`config.mk`:
```
export PLATFORM = sky130hd
export DESIGN_NAME = ps2_keycode
export DESIGN_NICKNAME = d
export VERILOG_FILES = /design/src/rtl/ps2_pkg.sv /design/src/rtl/ps2_rx.sv /design/src/rtl/ps2_keycode.sv
export SDC_FILE = /design/constraint.sdc
export NUM_CORES = 1
export LEC_CHECK = 0
export CAP_MARGIN = 20
export CORE_UTILIZATION = 45
export CTS_BUF_LIST = sky130_fd_sc_hd__clkbuf_8
export DETAILED_ROUTE_END_ITERATION = 7
export PLACE_DENSITY_LB_ADDON = 0.2
export SYNTH_ARGS = -nofsm -noshare
export SYNTH_HDL_FRONTEND = slang
export SYNTH_SLANG_ARGS = --single-unit
export TNS_END_PERCENT = 30
```
`constraint.sdc`:
```
create_clock -name Clk -period 3.1 [get_ports Clk]
set_input_delay 0.62 -clock Clk [delete_from_list [all_inputs] [get_ports Clk]]
set_output_delay 0.62 -clock Clk [all_outputs]
set_load 0.02 [all_outputs]
```
`src/rtl/ps2_pkg.sv`:
```
// Shared types and constants for the PS/2 Set-2 keyboard receiver and HID keycode decoder.
package ps2_pkg;

    typedef enum logic [1:0] {
        RX_IDLE,
        RX_DATA,
        RX_PARITY,
        RX_STOP
    } rx_state_t;

    // Set-2 prefix bytes: extended key and key release
    localparam logic [7:0] SCAN_EXT = 8'hE0;
    localparam logic [7:0] SCAN_BRK = 8'hF0;

    // HID codes produced for the keys the game logic cares about
    localparam logic [7:0] HID_NONE  = 8'h00;
    localparam logic [7:0] HID_A     = 8'h04;
    localparam logic [7:0] HID_D     = 8'h07;
    localparam logic [7:0] HID_S     = 8'h16;
    localparam logic [7:0] HID_W     = 8'h1A;
    localparam logic [7:0] HID_SPACE = 8'h2C;
    localparam logic [7:0] HID_ENTER = 8'h28;
    localparam logic [7:0] HID_UP    = 8'h52;
    localparam logic [7:0] HID_DOWN  = 8'h51;
    localparam logic [7:0] HID_LEFT  = 8'h50;
    localparam logic [7:0] HID_RIGHT = 8'h4F;

    typedef struct packed {
        logic       valid;
        logic [7:0] hid;
    } hid_map_t;

    // Translate {extended flag, scan byte} into a HID code; valid=0 for keys we ignore
    function automatic hid_map_t scanToHid(input logic ext, input logic [7:0] scan);
        hid_map_t m;
        m.valid = 1'b1;
        m.hid   = HID_NONE;
        case ({ext, scan})
            9'h01C:  m.hid = HID_A;
            9'h023:  m.hid = HID_D;
            9'h01B:  m.hid = HID_S;
            9'h01D:  m.hid = HID_W;
            9'h029:  m.hid = HID_SPACE;
            9'h05A:  m.hid = HID_ENTER;
            9'h175:  m.hid = HID_UP;
            9'h172:  m.hid = HID_DOWN;
            9'h16B:  m.hid = HID_LEFT;
            9'h174:  m.hid = HID_RIGHT;
            default: m.valid = 1'b0;
        endcase
        return m;
    endfunction

endpackage

```
`src/rtl/ps2_rx.sv`:
```
// PS/2 serial frame receiver: pin synchronizers, clock glitch filter, frame FSM and stall timeout.
module ps2_rx
    import ps2_pkg::*;
#(
    parameter int FILTER_LEN = 8,
    parameter int TIMEOUT    = 50000
) (
    input  logic       i_clk,
    input  logic       i_rst,
    input  logic       i_ps2_clk,
    input  logic       i_ps2_data,
    output logic [7:0] o_byte,
    output logic       o_byte_valid,
    output logic       o_err
);

    localparam int          CNT_W       = (FILTER_LEN > 1) ? $clog2(FILTER_LEN) : 1;
    localparam logic [CNT_W-1:0] FILT_LAST = CNT_W'(FILTER_LEN - 1);
    localparam logic [15:0] TIMEOUT_LIM = (TIMEOUT > 65535) ? 16'hFFFF : 16'(TIMEOUT);

    logic [1:0]       r_clkSync;
    logic [1:0]       r_dataSync;
    logic [CNT_W-1:0] r_filtCnt;
    logic             r_filtClk;
    logic             r_fall;
    rx_state_t        r_state;
    logic [7:0]       r_shift;
    logic [2:0]       r_bitCnt;
    logic             r_parity;
    logic [15:0]      r_timer;
    logic [7:0]       r_byte;
    logic             r_byteValid;
    logic             r_err;
    logic             w_data;

    assign w_data       = r_dataSync[1];
    assign o_byte       = r_byte;
    assign o_byte_valid = r_byteValid;
    assign o_err        = r_err;

    // Two-flop synchronizers for both pins, preset to the idle-high bus level
    always_ff @(posedge i_clk or posedge i_rst) begin
        if (i_rst) begin
            r_clkSync  <= 2'b11;
            r_dataSync <= 2'b11;
        end else begin
            r_clkSync  <= {r_clkSync[0], i_ps2_clk};
            r_dataSync <= {r_dataSync[0], i_ps2_data};
        end
    end

    // Filtered clock flips only after FILTER_LEN consecutive samples disagree with it; falls are strobed
    always_ff @(posedge i_clk or posedge i_rst) begin
        if (i_rst) begin
            r_filtCnt <= '0;
            r_filtClk <= 1'b1;
            r_fall    <= 1'b0;
        end else begin
            r_fall <= 1'b0;
            if (r_clkSync[1] != r_filtClk) begin
                if (r_filtCnt == FILT_LAST) begin
                    r_filtClk <= r_clkSync[1];
                    r_filtCnt <= '0;
                    r_fall    <= r_filtClk;
                end else begin
                    r_filtCnt <= r_filtCnt + 1'b1;
                end
            end else begin
                r_filtCnt <= '0;
            end
        end
    end

    // Frame FSM: start, 8 data bits LSB first, odd parity, stop; abandons a stalled frame on timeout
    always_ff @(posedge i_clk or posedge i_rst) begin
        if (i_rst) begin
            r_state     <= RX_IDLE;
            r_shift     <= '0;
            r_bitCnt    <= '0;
            r_parity    <= 1'b0;
            r_timer     <= '0;
            r_byte      <= '0;
            r_byteValid <= 1'b0;
            r_err       <= 1'b0;
        end else begin
            r_byteValid <= 1'b0;
            r_err       <= 1'b0;
            if (r_fall) begin
                r_timer <= '0;
                case (r_state)
                    RX_IDLE: begin
                        if (!w_data) begin
                            r_state  <= RX_DATA;
                            r_bitCnt <= '0;
                        end else begin
                            r_err <= 1'b1;
                        end
                    end
                    RX_DATA: begin
                        r_shift  <= {w_data, r_shift[7:1]};
                        r_bitCnt <= r_bitCnt + 3'd1;
                        if (r_bitCnt == 3'd7) begin
                            r_state <= RX_PARITY;
                        end
                    end
                    RX_PARITY: begin
                        r_parity <= w_data;
                        r_state  <= RX_STOP;
                    end
                    RX_STOP: begin
                        r_state <= RX_IDLE;
                        if (w_data && (^{r_shift, r_parity})) begin
                            r_byte      <= r_shift;
                            r_byteValid <= 1'b1;
                        end else begin
                            r_err <= 1'b1;
                        end
                    end
                    default: r_state <= RX_IDLE;
                endcase
            end else if (r_state != RX_IDLE) begin
                if (r_timer >= TIMEOUT_LIM) begin
                    r_state <= RX_IDLE;
                    r_err   <= 1'b1;
                    r_timer <= '0;
                end else if (r_timer != 16'hFFFF) begin
                    r_timer <= r_timer + 16'd1;
                end
            end else begin
                r_timer <= '0;
            end
        end
    end

endmodule

```
`src/rtl/ps2_keycode.sv`:
```
// PS/2 Set-2 keyboard to HID keycode: handles E0/F0 prefixes and holds the last pressed key.
module ps2_keycode
    import ps2_pkg::*;
#(
    parameter int FILTER_LEN = 8,
    parameter int TIMEOUT    = 50000
) (
    input  logic       Clk,
    input  logic       Reset,
    input  logic       ps2_clk,
    input  logic       ps2_data,
    output logic [7:0] keycode,
    output logic       key_event,
    output logic       frame_err
);

    logic [7:0] w_byte;
    logic       w_byteValid;
    logic       w_err;
    hid_map_t   w_map;
    logic       r_ext;
    logic       r_brk;
    logic [7:0] r_keycode;
    logic       r_keyEvent;

    ps2_rx #(
        .FILTER_LEN (FILTER_LEN),
        .TIMEOUT    (TIMEOUT)
    ) u_rx (
        .i_clk        (Clk),
        .i_rst        (Reset),
        .i_ps2_clk    (ps2_clk),
        .i_ps2_data   (ps2_data),
        .o_byte       (w_byte),
        .o_byte_valid (w_byteValid),
        .o_err        (w_err)
    );

    assign w_map     = scanToHid(r_ext, w_byte);
    assign keycode   = r_keycode;
    assign key_event = r_keyEvent;
    assign frame_err = w_err;

    // Prefix tracking and held-key update; key_event fires only when keycode actually changes
    always_ff @(posedge Clk or posedge Reset) begin
        if (Reset) begin
            r_ext      <= 1'b0;
            r_brk      <= 1'b0;
            r_keycode  <= HID_NONE;
            r_keyEvent <= 1'b0;
        end else begin
            r_keyEvent <= 1'b0;
            if (w_byteValid) begin
                if (w_byte == SCAN_EXT) begin
                    r_ext <= 1'b1;
                end else if (w_byte == SCAN_BRK) begin
                    r_brk <= 1'b1;
                end else begin
                    r_ext <= 1'b0;
                    r_brk <= 1'b0;
                    if (w_map.valid) begin
                        if (r_brk) begin
                            if (w_map.hid == r_keycode) begin
                                r_keycode  <= HID_NONE;
                                r_keyEvent <= 1'b1;
                            end
                        end else if (w_map.hid != r_keycode) begin
                            r_keycode  <= w_map.hid;
                            r_keyEvent <= 1'b1;
                        end
                    end
                end
            end
        end
    end

endmodule

```
==> reports/qor.yml, run 1 <==
run_status:
  run_status: "finished with violations"
  failed_checks: "negative setup slack"
routing:
  first_iter_violations: 106
  drtAntennaViolNets: 0
  route.detailed.vias_per_inst: 5.28
  route.final.wire_length_um: 5680
  drc: 0
  dr_total_vias: 2230
  wire_per_inst_um: 13.5
  firstDrtPassIters: 4
setup_path:
  path_delay_family: "simple AND/OR/NAND/NOR gates"
  worst_setup_path_start_kind: "flop"
  critical_path.n_buffers_inverters: 1
  critPathSlowestCell: "or4_4"
  r2r_cells: 12
  critical_path_required_ns: 3.33
  worst-r2r-setup-slack_ns: -0.02
  critPathLaunch: "u_rx.o_byte[2]"
  worstPathCellList: "nor2_1 > nand4_1 > o21ai_2 > xnor2_1 > or4_4 > or4_1 > ha_2 > nor2_2 > nand2_1 > nor2b_1 > buf_4 > mux2_1"
  arrival_ns: 3.35
  r2r_start: "u_rx.o_byte[2]"
  setup.worst_path.class: "flop to flop"
  timing.rr.end: "keycode[3]"
  critPathMaxFanout: 7
  worst_path_largest_cell_delay_ns: 0.52
  worst_setup_path_end_kind: "flop"
placement:
  placed_cell_area_mm2: 0.00350
  detailed_place_hpwl_um: 4150
  buffer_ports.inserted: 12
  place_congestion: 0.783
floorplan:
  io_pins: 14
  die_width_um: 85.6
  die-area_mm2: 0.00732
  rows: 30
  start_util_pct: 46.5
  floorplan.die.height_um: 85.6
  coreArea_mm2: 0.00676
grt:
  first_pass_grt_wire_length_um: 9960
  overflow: 0
  grt_pass1_vias: 2200
  largest_net_degree_at_the_start_of_global_routing: 46
  grt_usage_pct: 17.4
  initial_antenna_violation_count: 0
clock_tree:
  num_cts_buffers: 9
  cts_sinks: 59
  tritoncts: "done"
  htree_levels: 3
  clkTransAtPathRegs_ns: 0.07
  cts-root-to-sink-buffers: 2
  clock_insertion_delay_worst_skew_ns: 0.34
  ctsRootBufferMaster: "clkbuf_8"
finish:
  syn2layout_area_growth_pct: 20.1
  antenna_cells: 0
  fill_cells: 598
  drive_above_1_share_pct: 23.1
  stdcell_area_mm2: 0.00377
  final_nets: 353
synth:
  postSynth.asyncResetShare_pct: 100
  ys_types: 58
  synth_seq_cells: 59
  synthesis.area_per_instance_um2: 10.6
  yosysTopAreaCellShare_pct: 43.0
  yosys.cell_count.top_type: "dfrtp_1"
  synth_top_cell_by_area: "dfrtp_1"
  postSynth.topFlopCell: "dfrtp_1"
  seq_area_frac_synth_pct: 47.2
  synth.yosys.warnings: 0
  largest_cells_by_area_after_synthesis: "dfrtp_1 43%, mux2_2 6.8%, ha_1 4.8%, xnor2_1 4.5%, dfstp_2 4.2%"
  syn-num-nets: 312
  synth-edff-count: 0
  netlist_area_mm2: 0.00314
  synth_common_cells: "54 x dfrtp_1, 31 x nor2_1, 20 x nand2_1"
  synthCells: 296
min_path:
  timing.hold.worst_endpoint: "u_rx.r_dataSync[1]"
  min-delay-path-class: "flop to flop"
  min-delay-start: "u_rx.r_dataSync[0]"
  hold_depth: 0
sta:
  layout_worst_path_cycle_share_pct: 101
  worst_slack_ns: -0.0186
  max_slew.worst_pin.slew_ns: 0.918
  finClkSkew_ns: 0.00914
  fin_crit_ns: 3.12
  hold_violations: 0
  final.setup.tns_ns: -0.0506
  timing.max_slew.rel_slack_pct: 38.7
  max_freq_mhz: 321
  setup_repair_after_global_routing_missed_its_margin: "yes"
  final_max_slew_viol_count: 0
  finish_stage_setup_viols: 3
run:
  maxCapViolCount: 0
power:
  p_leak_nw: 1.72
  power_density_mw_per_mm2: 459
  totalPowerFinal_mw: 1.73
  power.ir.vdd_worst_mv: 0.340
worst register-to-register path, delay by kind of cell, from the launching register on:
family,cells,cell delay [ns]
and+or+nand+nor,7,1.64
DFF,1,0.44
muxes,1,0.32
AOI/OAI and AO/OA,1,0.19
adders and majority gates,1,0.19
buffers and inverters,1,0.15
xor gates and xnor gates,1,0.08
cell families (layout without fill, tap and decap cells):
| family | count (synthesis) | in the layout | synth area share [%] |
|---|---|---|---|
| compound gates | 40 | 40 | 8.28 |
| fa+ha+maj | 12 | 12 | 4.78 |
| simple gates | 111 | 111 | 20.3 |
| other cells | 1 | 1 | 0.119 |
| xor+xnor | 24 | 24 | 7.13 |
| buf+inv | 23 | 69 | 3.07 |
| mux | 26 | 26 | 9.20 |
| flops | 59 | 59 | 47.2 |
area by class of cell:
type | instances | area (um2) | area share (%)
inverters | 16 | 60.1 | 1.59
repair buffers | 37 | 308 | 8.15
clock buffers | 9 | 124 | 3.28
well taps | 80 | 100 | 2.65
multi-input cells | 214 | 1570 | 41.7
clock inverters | 7 | 125 | 3.31
flip-flops and latches | 59 | 1490 | 39.3
layout by cell type (no fill, tap or decap), types with 3 or more instances in the layout:
master	count
a21o_1	3
a21oi_1	10
and2_1	4
and3b_1	3
buf_4	25
bufinv_16	3
clkbuf_8	9
clkdlybuf4s50_1	12
clkinv_4	3
dfrtp_1	52
dfstp_2	5
ha_1	11
inv_1	15
mux2_1	3
mux2_2	19
mux2i_1	3
nand2_1	20
nand2b_1	4
nand3_1	5
nand4_1	4
nor2_1	30
nor3_1	9
nor3b_1	6
o21ai_0	10
xnor2_1	16
xor2_1	7
how the worst max path moves through the flow:
stage,endpoint,depth (start not counted)
final,keycode[3],12
after global routing,keycode[3],12
after CTS,keycode[4],12
after detailed placement,keycode[3],12
after global placement,keycode[3],12
after floorplan,keycode[1],12
layer usage:
layer,vias up,track usage [%],part of all wire [%]
met1,1067,22.7,50
met4,0,8.18,2.0
met5,-,0,0
met2,23,28.1,47
li1,1129,-,-
met3,11,3.18,1.9
registers in the layout (all words and copies together) (netlist names), 3 cells and up:
signal          cells
keycode             7
u_rx.o_byte         8
u_rx.r_bitCnt       3
u_rx.r_filtCnt      3
u_rx.r_shift        8
u_rx.r_timer       16
power breakdown:
part           leakage (nW)  switching [mW]  internal [mW]
combinational         0.798          0.0319         0.0264
sequential            0.801          0.0135          0.799
clock                 0.124           0.323          0.540
total                  1.72           0.369           1.37
stage by stage:
stage	util (%)	hold WS, ns	setup slack, ns	std cells
6_report	55.9	0.360	-0.0186	422
5_1_grt	55.9	0.361	-0.216	422
4_1_cts	55.8	0.360	-0.0198	422
3_5_place_dp	51.8	0.348	-0.0556	404
3_3_place_gp	51.8	0.348	-0.00467	404
2_1_floorplan	-	0.345	0.0667	296
timing repair:
| item | in CTS | in global routing |
|---|---|---|
| resized for setup | 3 | 2 |
| setup endpoints to repair | 5 | 7 |
| hold buffers | 0 | 0 |
| buffers inserted | 2 | 0 |
| pin swaps | 1 | 1 |
| hold endpoints to repair | 0 | 0 |
Note: power is estimated with default switching activity, not from simulation.
==> run 2: changes to the inputs <==
TNS_END_PERCENT = 10   (was 30)
==> results of run 2 <==
The final DEF is identical to that of run 1; final timing and power are the same.
